$ cat src/rtl/fpu_op_master.sv
// Initiator for the FPU stb/ack operand protocol: accepts A/B from upstream, feeds the FPU, returns Z.
// Optional watchdog on the FPU wait states is enabled by defining FPU_MASTER_TIMEOUT_EN.
//
// state    | meaning
// ---------+-----------------------------------------------------------
// IDLE     | ready for a new request, operands latched on accept
// SEND_A   | strobing operand A until fpu_a_ack (first cycle pulses start)
// SEND_B   | strobing operand B until fpu_b_ack
// WAIT_Z   | acking the result channel until fpu_z_stb
// HOLD_RES | presenting res_z upstream until res_ready

module fpu_op_master #(
  parameter int DATA_W         = 32,
  parameter int CNT_W          = 16,
  parameter int TIMEOUT_CYCLES = 1024
) (
  input  logic              clk,
  input  logic              rst,
  input  logic              req_valid,
  output logic              req_ready,
  input  logic [DATA_W-1:0] req_a,
  input  logic [DATA_W-1:0] req_b,
  output logic              res_valid,
  input  logic              res_ready,
  output logic [DATA_W-1:0] res_z,
  output logic              fpu_start,
  output logic [DATA_W-1:0] fpu_a,
  output logic              fpu_a_stb,
  input  logic              fpu_a_ack,
  output logic [DATA_W-1:0] fpu_b,
  output logic              fpu_b_stb,
  input  logic              fpu_b_ack,
  input  logic [DATA_W-1:0] fpu_z,
  input  logic              fpu_z_stb,
  output logic              fpu_z_ack,
  output logic              busy,
  output logic [CNT_W-1:0]  op_count,
  output logic              timeout_err
);

  typedef enum logic [2:0] {
    IDLE     = 3'd0,
    SEND_A   = 3'd1,
    SEND_B   = 3'd2,
    WAIT_Z   = 3'd3,
    HOLD_RES = 3'd4
  } state_t;

  localparam logic [DATA_W-1:0] QNAN = DATA_W'(32'h7FC0_0000);

  state_t state;
  state_t state_next;
  logic   start_q;
  logic   accept;
  logic   fpu_hs;
  logic   res_hs;
  logic   tmo_hit;
  logic   tmo_fire;

  assign accept   = (state == IDLE) && req_valid;
  assign res_hs   = (state == HOLD_RES) && res_ready;
  assign tmo_fire = tmo_hit && !fpu_hs;

  // Handshake of whichever FPU channel the current state owns; others are ignored.
  always_comb begin
    fpu_hs = 1'b0;
    case (state)
      SEND_A:  fpu_hs = fpu_a_ack;
      SEND_B:  fpu_hs = fpu_b_ack;
      WAIT_Z:  fpu_hs = fpu_z_stb;
      default: fpu_hs = 1'b0;
    endcase
  end

`ifdef FPU_MASTER_TIMEOUT_EN
  localparam int TMO_W = (TIMEOUT_CYCLES > 1) ? $clog2(TIMEOUT_CYCLES) : 1;

  logic [TMO_W-1:0] tmo_cnt;
  logic             tmo_err_q;
  logic             waiting;

  assign waiting = (state == SEND_A) || (state == SEND_B) || (state == WAIT_Z);
  assign tmo_hit = waiting && (tmo_cnt == '0);

  // Down-counter reloads on every state change so each wait state gets a full budget.
  always_ff @(posedge clk or negedge rst) begin
    if (!rst) begin
      tmo_cnt   <= TMO_W'(TIMEOUT_CYCLES - 1);
      tmo_err_q <= 1'b0;
    end else begin
      if (state_next != state || !waiting) begin
        tmo_cnt <= TMO_W'(TIMEOUT_CYCLES - 1);
      end else if (tmo_cnt != '0) begin
        tmo_cnt <= tmo_cnt - 1'b1;
      end
      if (tmo_fire) begin
        tmo_err_q <= 1'b1;
      end
    end
  end

  assign timeout_err = tmo_err_q;
`else
  assign tmo_hit     = 1'b0;
  assign timeout_err = 1'b0;
`endif

  always_ff @(posedge clk or negedge rst) begin
    if (!rst) begin
      state <= IDLE;
    end else begin
      state <= state_next;
    end
  end

  always_comb begin
    state_next = state;
    case (state)
      IDLE: begin
        if (req_valid) state_next = SEND_A;
      end
      SEND_A: begin
        if (fpu_a_ack)    state_next = SEND_B;
        else if (tmo_hit) state_next = HOLD_RES;
      end
      SEND_B: begin
        if (fpu_b_ack)    state_next = WAIT_Z;
        else if (tmo_hit) state_next = HOLD_RES;
      end
      WAIT_Z: begin
        if (fpu_z_stb)    state_next = HOLD_RES;
        else if (tmo_hit) state_next = HOLD_RES;
      end
      HOLD_RES: begin
        if (res_ready) state_next = IDLE;
      end
      default: state_next = IDLE;
    endcase
  end

  always_comb begin
    req_ready = 1'b0;
    fpu_a_stb = 1'b0;
    fpu_b_stb = 1'b0;
    fpu_z_ack = 1'b0;
    res_valid = 1'b0;
    busy      = (state != IDLE);
    fpu_start = start_q;
    case (state)
      IDLE:     req_ready = 1'b1;
      SEND_A:   fpu_a_stb = 1'b1;
      SEND_B:   fpu_b_stb = 1'b1;
      WAIT_Z:   fpu_z_ack = 1'b1;
      HOLD_RES: res_valid = 1'b1;
      default:  req_ready = 1'b0;
    endcase
  end

  always_ff @(posedge clk or negedge rst) begin
    if (!rst) begin
      start_q  <= 1'b0;
      fpu_a    <= '0;
      fpu_b    <= '0;
      res_z    <= '0;
      op_count <= '0;
    end else begin
      start_q <= accept;
      if (accept) begin
        fpu_a <= req_a;
        fpu_b <= req_b;
      end
      if (state == WAIT_Z && fpu_z_stb) begin
        res_z <= fpu_z;
      end else if (tmo_fire) begin
        res_z <= QNAN;
      end
      if (res_hs) begin
        op_count <= op_count + CNT_W'(1);
      end
    end
  end

endmodule

$ cat config.mk
export PLATFORM = sky130hd
export DESIGN_NAME = fpu_op_master
export DESIGN_NICKNAME = d
export VERILOG_FILES = /design/src/rtl/fpu_op_master.sv
export SDC_FILE = /design/constraint.sdc
export NUM_CORES = 1
export LEC_CHECK = 0
export BUFFER_PORTS_ARGS = -buffer_cell sky130_fd_sc_hd__buf_4
export CAP_MARGIN = 20
export CORE_ASPECT_RATIO = 0.5
export CORE_MARGIN = 5
export CORE_UTILIZATION = 47
export CTS_BUF_LIST = sky130_fd_sc_hd__clkbuf_8
export CTS_CLUSTER_SIZE = 16
export DETAILED_ROUTE_END_ITERATION = 7
export PLACE_DENSITY = 0.79
export SETUP_SLACK_MARGIN = 0.15
export SLEW_MARGIN = 40
export SYNTH_ARGS = -nofsm -noshare
export SYNTH_HDL_FRONTEND = slang
export SYNTH_SLANG_ARGS = --single-unit
$ cat constraint.sdc
create_clock -name clk -period 2.6 [get_ports clk]
set_clock_uncertainty 0.15 [all_clocks]
set_input_delay 0.39 -clock clk [delete_from_list [all_inputs] [get_ports clk]]
set_output_delay 0.39 -clock clk [all_outputs]
set_load 0.005 [all_outputs]
Yosys cells after proc, flatten, opt, wreduce, memory -nomap -nowiden
Cells that the tools add are included.

Register bits after elaboration: 116. Output and inout bits: 120. Word-level logic and storage cells: 33.

Add/subtract/negate cells: 1. Equal/unequal tests: 9. Multiplexer cells: 11. Reduce and logical (&&, ||, !) cells: 6.

Operator list (number): adder 16 x 1 -> 16 bit (second input constant) (1); two-way mux 3 bit (5); case mux 3 bit (5 select lines) (1); != test 2 bit (second input constant) (5); == test 3 x 2 -> 1 bit (second input constant) (2); two-way mux 1 bit (5); AND reduction 5 bit (1); == test 3 x 1 -> 1 bit (second input constant) (1); == test 3 bit (second input constant) (1); logical AND 1 bit (3); zero test 3 bit (1); nonzero test 3 bit (1).

Longest topological paths before layout
Depth after elaboration: 3. Gate-level depth with buffers: 6.

Worst setup path before layout
OpenSTA, ideal clock, no wires.

Path type: register to register. From: register state[2]. To: register fpu_a[0]. Library setup time: 125 ps. Arrival: 1604 ps. Data required time: 2325 ps. Slack: 722 ps. Stages on the path, launching flop included: 7. Cell sequence: dfrtp_1 or3_1 inv_2 and2_1 buf_6 buf_6 mux2_2.

Cells in the longest elaborated chain, start to end: 2.

RTL lines: from (decl) (line 51) `state_t state;`; from (signal assigned) (line 112) `state <= state_next;`; zero test 3 bit (line 60) `assign accept = (state == IDLE) && req_valid;`; logical AND 1 bit (line 60); to (signal assigned) (line 169) `fpu_a <= req_a;`; to (decl) (line 27) `output logic [DATA_W-1:0] fpu_a,`.

Every way passes these cells. A chain may end at the register's enable or synchronous reset.

Worst setup path after layout
From: register state[1]. To: register fpu_b[18].

Cells in the longest elaborated chain, start to end: 2.

RTL lines: zero test 3 bit (line 60); logical AND 1 bit (line 60); to (signal assigned) (line 170) `fpu_b <= req_b;`; to (decl) (line 30) `output logic [DATA_W-1:0] fpu_b,`.

Every way passes these cells.

==> flow_summary.ini <==
[layout]
nNetsFinal = 627
finish.instance_area_sq_um = 6810
layout_common_cells = buf_4 (224), dfrtp_1 (116), mux2_2 (96)
drive_gt1_share_pct = 66.8
final_common_cell = buf_4
area_delta_synth_final_pct = 49.9
num_antenna_cells = 0

[clock_network]
path_clk_slew_ps = 70
htree_levels = 4
cts_tree = built
numCtsBuffers = 17
cts_buffer_depth = 2
clock_latency_ps = 400
cts.repair.resized = 0
cts_sinks = 116
cts_root_buf = clkbuf_8

[worst_setup_path]
r2r_end = fpu_b[18]$_DFFE_PN0P_
r2r_setup_slack_ps = 450
cpLargestDelayFamily = simple AND/OR/NAND/NOR gates
endpoint_kind = flip-flop
critical_path_cell_count = 5
start_kind = flip-flop
worst-path-max-fanout = 65
worstSetupPathType = reg -> reg
path_cells = or3_1 > inv_2 > and2_2 > buf_12 > mux2_2
critPathSlowestCell = dfrtp_1
r2r-start = state[1]$_DFFE_PN0P_
cp-endpoint = fpu_b[18]$_DFFE_PN0P_
crit_start = state[1]$_DFFE_PN0P_
cp.arrival_ps = 2290
slowest_delay_ps = 510
rr_worst_depth = 5
crit_required_ps = 2730
path_buf_inv = 2

[timing]
setup-tns-final_ps = 0
maxSlewHeadroom_pct = 64.0
min_period_over_period_pct = 82.8
worst_slew_pin_slew_ps = 540
rsz0062_at_grt = no
setup_viol = 0
fmax_mhz = 464
period_needed_ps = 2150
hold_viol_final = 0
maxSlewViolCount = 0

[power]
p_total_mw = 7.82
p_int_mw = 5.69
p_sw_mw = 2.14
clkPwrFrac_pct = 23.9
p_leak_nw = 3.34
irDropWorstVdd_v = 0.000702
p_per_area_nw_per_um2 = 1150
p_seq_share_pct = 39.4
p_sw_share_pct = 27.3
power_frac_comb_pct = 36.7

[yosys]
synth-seq-cells = 116
synth.distinct_cells = 33
async_flop_share_pct = 100
syn_area_sq_um = 4540
syn_inst = 290
synth_edf_count = 0
synthFlopType = dfrtp_1
ys_seq_area_share_pct = 63.9
avgSynthCellArea_sq_um = 15.7
synth_nets = 394
yosysWarnings = 0

[drt]
wl_met1_um = 4030
detail_route.vias_per_cell = 4.78
vias = 3208
drt_iter0_markers = 183
routed_wl_um = 11200
met2WireLength_um = 6270
met3_length_um = 645
top_layer = met4
wl_per_cell_um = 16.7
first_pass_iters = 4
drtAntennaViolNets = 0
drc = 0

[job]
drv_cap = 0

[placement]
numPortBuffers = 221
place.gp.congestion = 0.759
dp_hpwl_um = 8330
post_dp_cell_area_sq_um = 6340

[hold_path]
worstHoldPathType = in -> reg
min_from = fpu_z[9]

[floorplan]
die_area_sq_um = 11800
die_x_um = 149
fp-row-count = 25
ios = 223
dieHeight_um = 79.5
start_util_pct = 48.1
core_area_sq_um = 9450

[global_route]
grt_max_degree = 66
antenna_found_initial = 0
grt_pass1_wl_um = 17500
grt_pass1_vias = 3458
track_usage_pct = 18.9
overflow = 0

[run_status]
status = finished clean
[routing by layer]
layer	vias to the layer above	GRT usage, %
li1	1483	-
met1	1604	20.7
met2	102	34.9
met3	19	5.39
met4	0	7.49
met5	-	0
[cells in the mapped netlist (all sizes together), types with 2 or more instances]
cell type	instances	area [sq um]
dfrtp	116	2900
nor2b	2	12.5
mux2	97	1090
nor2	7	26.3
nor3b	3	33.8
xnor2	8	70.1
buf	14	110
nor4	2	12.5
and3	3	18.8
nand3	6	30.0
nand2	4	15.0
inv	3	11.3
a21oi	2	10.0
nand4	4	40.0
xor2	7	61.3
[final cells by class]
cell class,instances,area (sq um)
Fill cell,664,2640
Clock inverter,10,153
Sequential cell,116,2900
Clock buffer,22,303
Timing Repair Buffer,228,1750
Tap cell,135,169
Inverter,3,11.3
Multi-Input combinational cell,157,1520
[cells by family (layout without fill, tap and decap cells)]
group | after synthesis | after routing | synth area share, %
other cells | 1 | 1 | 0.0826
flops | 116 | 116 | 63.9
fa+ha+maj | 1 | 1 | 0.275
mux | 98 | 98 | 24.3
simple gates | 38 | 38 | 5.40
compound gates | 4 | 4 | 0.496
xor+xnor | 15 | 15 | 2.89
buf+inv | 17 | 263 | 2.67
[power by group through the flow]
stage / logic, mW / registers (mW) / clock network [mW]
3_5_place_dp: 2.93 / 3.11 / 0
5_1_grt: 3.09 / 3.21 / 1.99
6_report: 2.87 / 3.08 / 1.87
3_3_place_gp: 2.86 / 3.07 / 0
4_1_cts: 2.94 / 3.09 / 1.91
2_1_floorplan: 1.23 / 3.10 / 0
[sequential cells by signal, summed over array words and instances (netlist names)]
name and cells:
fpu_a 32, fpu_b 32, fpu_start 1, op_count 16, res_z 32, state 3
[worst min path at each step]
stage / to / slack (ps) / cells past startpoint
floorplan: fpu_a[0]$_DFFE_PN0P_ / -60 / 0
global placement: res_z[7]$_DFFE_PN0P_ / 260 / 1
detailed placement: res_z[7]$_DFFE_PN0P_ / 250 / 1
CTS: res_z[9]$_DFFE_PN0P_ / 40 / 2
global route: res_z[9]$_DFFE_PN0P_ / 30 / 2
finish: res_z[9]$_DFFE_PN0P_ / 60 / 2
[timing repair]
item,4_1_cts,5_1_grt
endpoints found under the hold margin,37,0
buffers inserted,0,0
hold buffers,1,0
[stage by stage]
stage | utilization [%] | hold slack [ps] | setup slack [ps] | std cells
finish | 72.1 | 59.2 | 447 | 671
floorplan | - | -55.6 | 722 | 290
CTS | 72.1 | 36.2 | 458 | 671
detailed placement | 67.2 | 252 | 461 | 638
global route | 72.1 | 28.8 | 365 | 671
global placement | 67.2 | 257 | 494 | 638
No activity file was read; power rests on OpenSTA's default activity.
